### src/rtl/cpu_pkg.sv
// Shared types and constants for the 16-bit datapath PC/branch logic.
package cpu_pkg;

    localparam int PC_W    = 16;
    localparam int PC_STEP = 2;

    typedef enum logic {
        RUN   = 1'b0,
        FLUSH = 1'b1
    } state_t;

endpackage

### src/rtl/branch_target_calc.sv
// Redirect target: jump (bit 0 forced low) or branch PC + 2 + offset*2.
import cpu_pkg::*;

module branch_target_calc #(
    parameter int WIDTH = PC_W
) (
    input  logic             jump_valid,
    input  logic [WIDTH-1:0] jump_target,
    input  logic [WIDTH-1:0] branch_pc,
    input  logic [WIDTH-1:0] offset,
    output logic [WIDTH-1:0] target
);

    always_comb begin
        target = '0;
        if (jump_valid)
            target = jump_target & ~WIDTH'(1);
        else
            target = branch_pc + WIDTH'(PC_STEP) + (offset << 1);
    end

endmodule

### src/rtl/branch_pc_unit.sv
// PC register, beq/bne/jump redirect and post-redirect flush sequencing.
// Optional BRANCH_STATS_EN adds a saturating TakenCount output.
import cpu_pkg::*;

module branch_pc_unit #(
    parameter int               WIDTH        = PC_W,
    parameter int               FLUSH_CYCLES = 2,
    parameter logic [WIDTH-1:0] RESET_PC     = '0
) (
    input  logic             CLK,
    input  logic             Reset_n,
    input  logic             Stall,
    input  logic             BranchValid,
    input  logic             BranchEq,
    input  logic             Equal,
    input  logic [WIDTH-1:0] BranchPC,
    input  logic [WIDTH-1:0] Offset,
    input  logic             JumpValid,
    input  logic [WIDTH-1:0] JumpTarget,
    output logic [WIDTH-1:0] PC,
    output logic [WIDTH-1:0] PCPlus2,
    output logic             Flush,
    output logic             Taken
`ifdef BRANCH_STATS_EN
    ,
    output logic [15:0]      TakenCount
`endif
);

    state_t           state;
    logic [2:0]       cnt;
    logic [WIDTH-1:0] target;
    logic             redirect;

    branch_target_calc #(.WIDTH(WIDTH)) u_target (
        .jump_valid  (JumpValid),
        .jump_target (JumpTarget),
        .branch_pc   (BranchPC),
        .offset      (Offset),
        .target      (target)
    );

    assign redirect = (state == RUN) && !Stall &&
                      (JumpValid || (BranchValid && (Equal == BranchEq)));

    assign PCPlus2 = PC + WIDTH'(PC_STEP);
    assign Flush   = (state == FLUSH);

    always_ff @(posedge CLK or negedge Reset_n) begin
        if (!Reset_n) begin
            PC    <= RESET_PC;
            state <= RUN;
            cnt   <= '0;
            Taken <= 1'b0;
        end else begin
            Taken <= redirect;
            unique case (state)
                RUN: begin
                    if (redirect) begin
                        PC    <= target;
                        state <= FLUSH;
                        cnt   <= 3'(FLUSH_CYCLES - 1);
                    end else if (!Stall) begin
                        PC <= PCPlus2;
                    end
                end
                FLUSH: begin
                    // Counter runs even under Stall so flush length is fixed.
                    if (!Stall)
                        PC <= PCPlus2;
                    if (cnt == '0)
                        state <= RUN;
                    else
                        cnt <= cnt - 3'd1;
                end
            endcase
        end
    end

`ifdef BRANCH_STATS_EN
    always_ff @(posedge CLK or negedge Reset_n) begin
        if (!Reset_n)
            TakenCount <= '0;
        else if (redirect && (TakenCount != 16'hFFFF))
            TakenCount <= TakenCount + 16'd1;
    end
`endif

endmodule
### config.mk
export PLATFORM = sky130hd
export DESIGN_NAME = branch_pc_unit
export DESIGN_NICKNAME = d
export VERILOG_FILES = /design/src/rtl/cpu_pkg.sv /design/src/rtl/branch_target_calc.sv /design/src/rtl/branch_pc_unit.sv
export SDC_FILE = /design/constraint.sdc
export NUM_CORES = 1
export LEC_CHECK = 0
export ABC_AREA = 1
export CORE_MARGIN = 2
export CORE_UTILIZATION = 42
export DETAILED_ROUTE_END_ITERATION = 6
export PLACE_DENSITY = 0.81
export SLEW_MARGIN = 15
export SYNTH_ARGS = -nofsm -noshare
export SYNTH_HDL_FRONTEND = slang
export SYNTH_HIERARCHICAL = 1
export SYNTH_SLANG_ARGS = --single-unit
export TNS_END_PERCENT = 50
### constraint.sdc
create_clock -name CLK -period 1.5 [get_ports CLK]
set_input_delay 0.3 -clock CLK [delete_from_list [all_inputs] [get_ports CLK]]
set_output_delay 0.3 -clock CLK [all_outputs]
set_load 0.1 [all_outputs]
==> results.json <==
{
  "ys_ff_latch": 21,
  "port_buffers": 86,
  "worstPathRequired_ns": 1.20,
  "layout.nets": 685,
  "ir_worst_vdd_uv": 3819,
  "synth-xor-area-share_pct": 3.356,
  "synth_compound_area_share_pct": 7.095,
  "hold_viol": 0,
  "cp.arrival_ns": 1.88,
  "drtIter0Drc": 671,
  "synth-seq-area-share_pct": 20.13,
  "avgSynthCellArea_um2": 6.127,
  "place.gp.congestion": 0.8576,
  "rows": 28,
  "violations": "DRC, setup timing",
  "dieArea_um2": 6861,
  "antenna_found_initial": 0,
  "final_core_util_pct": 93.72,
  "diodes": 0,
  "rsz0062_at_grt": "true",
  "p_leak_uw": 0.002699,
  "cts_tree": "built",
  "synth-adder-area-share_pct": 15.15,
  "design_area_um2": 5582,
  "r2r_start": "PC[1]",
  "worstPathMaxFanout": 3,
  "synth_top_family_by_area": "simple AND/OR/NAND/NOR gates",
  "final_cells": 673,
  "worst_pin_slew_ns": 0.5179,
  "synthMuxAreaShare_pct": 0,
  "worst-path-buf-inv": 1,
  "start_util_pct": 43.82,
  "wire_per_inst_um": 22.99,
  "period_share_pct": 145.2,
  "clock_skew_ns": 0.009366,
  "path_delay_family": "simple AND/OR/NAND/NOR gates",
  "first_pass_iters": 7,
  "outcome": "complete, but fails checks",
  "endpoint": "PCPlus2[15]",
  "fin_crit_ns": 2.178,
  "coreArea_um2": 5956,
  "holdCritPathClass": "in -> async",
  "place_hpwl_um": 7757,
  "start_kind": "flop",
  "final-setup-viol-count": 33,
  "synthSimpleGateAreaFrac_pct": 41.51,
  "cts_hold_buffers": 0,
  "overflow": 0,
  "cp.depth": 7,
  "cts.sinks": 21,
  "worstSetupPathType": "reg -> out",
  "netlist_area_um2": 2610,
  "grt_first_pass_wirelength_um": 18930,
  "cp_slowest_cell": "dfrtp_4",
  "syn_inst": 426,
  "via_per_inst": 6.199,
  "post-route-drc-count": 8,
  "fp.dieW_um": 82.83,
  "r2r_setup_slack_ns": -0.39,
  "numCtsBuffers": 3,
  "end_kind": "primary output",
  "cp_slowest_stage_delay_ns": 0.47,
  "area_growth_pct": 113.9,
  "yosys_warnings": 6,
  "layout_common_cells": "nand2_1, buf_4, inv_1",
  "clk_pin_slew_ns": 0.10,
  "total_power_uw": 13000,
  "clock_latency_ns": 0.27,
  "fmax_mhz": 459.1,
  "die_h_um": 82.83,
  "cellPowerDensity_nw_per_um2": 2328,
  "h-tree-depth": 1,
  "pin_count": 89,
  "slew_violations": 0,
  "clk_path_buf_depth": 2,
  "reg2reg_to": "PC[15]",
  "grt_max_degree": 22,
  "reg2reg_depth": 9,
  "routed_wl_um": 15470,
  "grt_pass1_vias": 3949,
  "placed_cells": 640,
  "grt_use_total_pct": 33.69,
  "mostFrequentLayoutCell": "nand2_1",
  "startpoint": "PC[1]",
  "vias": 4172,
  "drv_cap": 0,
  "fin_ws_ns": -0.6780,
  "yosys.cell_types.count": 29,
  "path_cells": "ha_4 > nand3_4 > nor2_4 > nand3_2 > nand2_2 > and2_4 > buf_12",
  "layout-drive-gt1-share_pct": 53.01,
  "setup_tns_ns": -10.82,
  "syn-num-nets": 512,
  "ant_nets": 0,
  "place_area_um2": 4702,
  "timing.slew.headroom_pct": 65.43,
  "root_buffer": "clkbuf_8"
}
==> synthesized netlist by cell type <==
cell type | n | area (um2)
inv_1 | 69 | 259.0
nand3_2 | 3 | 30.03
nor2_1 | 40 | 150.1
dfrtp_1 | 21 | 525.5
nand3_1 | 29 | 145.1
nand2_2 | 7 | 43.79
buf_6 | 1 | 11.26
xnor2_1 | 4 | 35.03
a211oi_1 | 2 | 15.01
nor2_2 | 6 | 37.54
fa_1 | 1 | 20.02
or2_1 | 2 | 12.51
inv_2 | 3 | 11.26
nand4_1 | 8 | 50.05
clkinv_1 | 1 | 3.750
ha_1 | 30 | 375.4
xor2_1 | 6 | 52.55
a31oi_1 | 4 | 25.02
a21oi_1 | 9 | 45.04
nand3b_1 | 2 | 15.01
nor2_4 | 2 | 22.52
a21oi_2 | 3 | 26.28
buf_2 | 5 | 25.02
o21ai_0 | 10 | 50.05
nand2_1 | 147 | 551.8
o21ai_1 | 3 | 15.01
buf_4 | 3 | 22.52
and2_1 | 4 | 25.02
o21ai_2 | 1 | 8.760
==> cell type report <==
cell class,instances,area [um2]
Sequential cell,21,568.0
Multi-Input combinational cell,323,2658
Timing Repair Buffer,177,1916
Fill cell,192,374.1
Inverter,73,300.3
Tap cell,75,93.84
Clock inverter,1,5.005
Clock buffer,3,41.29
==> through the flow <==
step	hold WS (ns)	setup WS (ns)
after floorplan	0.004409	-0.6052
after global placement	0.5402	-0.8895
after detailed placement	0.5623	-0.9437
after CTS	0.4068	-0.5014
after global routing	0.4389	-0.6730
final	0.4045	-0.6780
==> sequential cells by signal, summed over array words and instances (netlist names) <==
register and cells:
Flush 1, Taken 1, PC 16, cnt 3
==> worst min path at each step <==
stage                  end  slack [ns]  depth (start not counted)
floorplan            Flush       0.004                          0
global placement    cnt[0]        0.54                          3
detailed placement  cnt[2]        0.56                          2
CTS                 PC[15]        0.41                          2
global route         PC[1]        0.44                          2
finish               PC[6]        0.40                          2
==> per-layer routing <==
layer | wire (um) | track usage (%) | vias up
met3 | 1734 | 5.467 | 162
met1 | 5026 | 37.10 | 1879
li1 | - | - | 1672
met5 | 0 | 0 | -
met2 | 7302 | 63.93 | 459
met4 | 1409 | 12.97 | 0
==> logic make-up (layout without fill, tap and decap cells) <==
| kind of cell | after synthesis | count (layout) |
|---|---|---|
| compound gates | 32 | 32 |
| xor+xnor | 10 | 10 |
| fa+ha+maj | 31 | 31 |
| buf+inv | 82 | 254 |
| flops | 21 | 21 |
| simple gates | 250 | 250 |
==> power by group <==
part / leakage (uW) / switching, uW / internal, uW / total, uW
Sequential: 0.000236 / 439 / 952 / 1390
Clock: 0.0000255 / 229 / 186 / 415
Combinational: 0.00244 / 6940 / 4250 / 11200
==> timing repair <==
item	CTS	global route
setup buffers	18	13
resized for setup	220	45
endpoints found under the setup margin	28	32
pin swaps	104	48
Power figures use the tool's default switching activity.
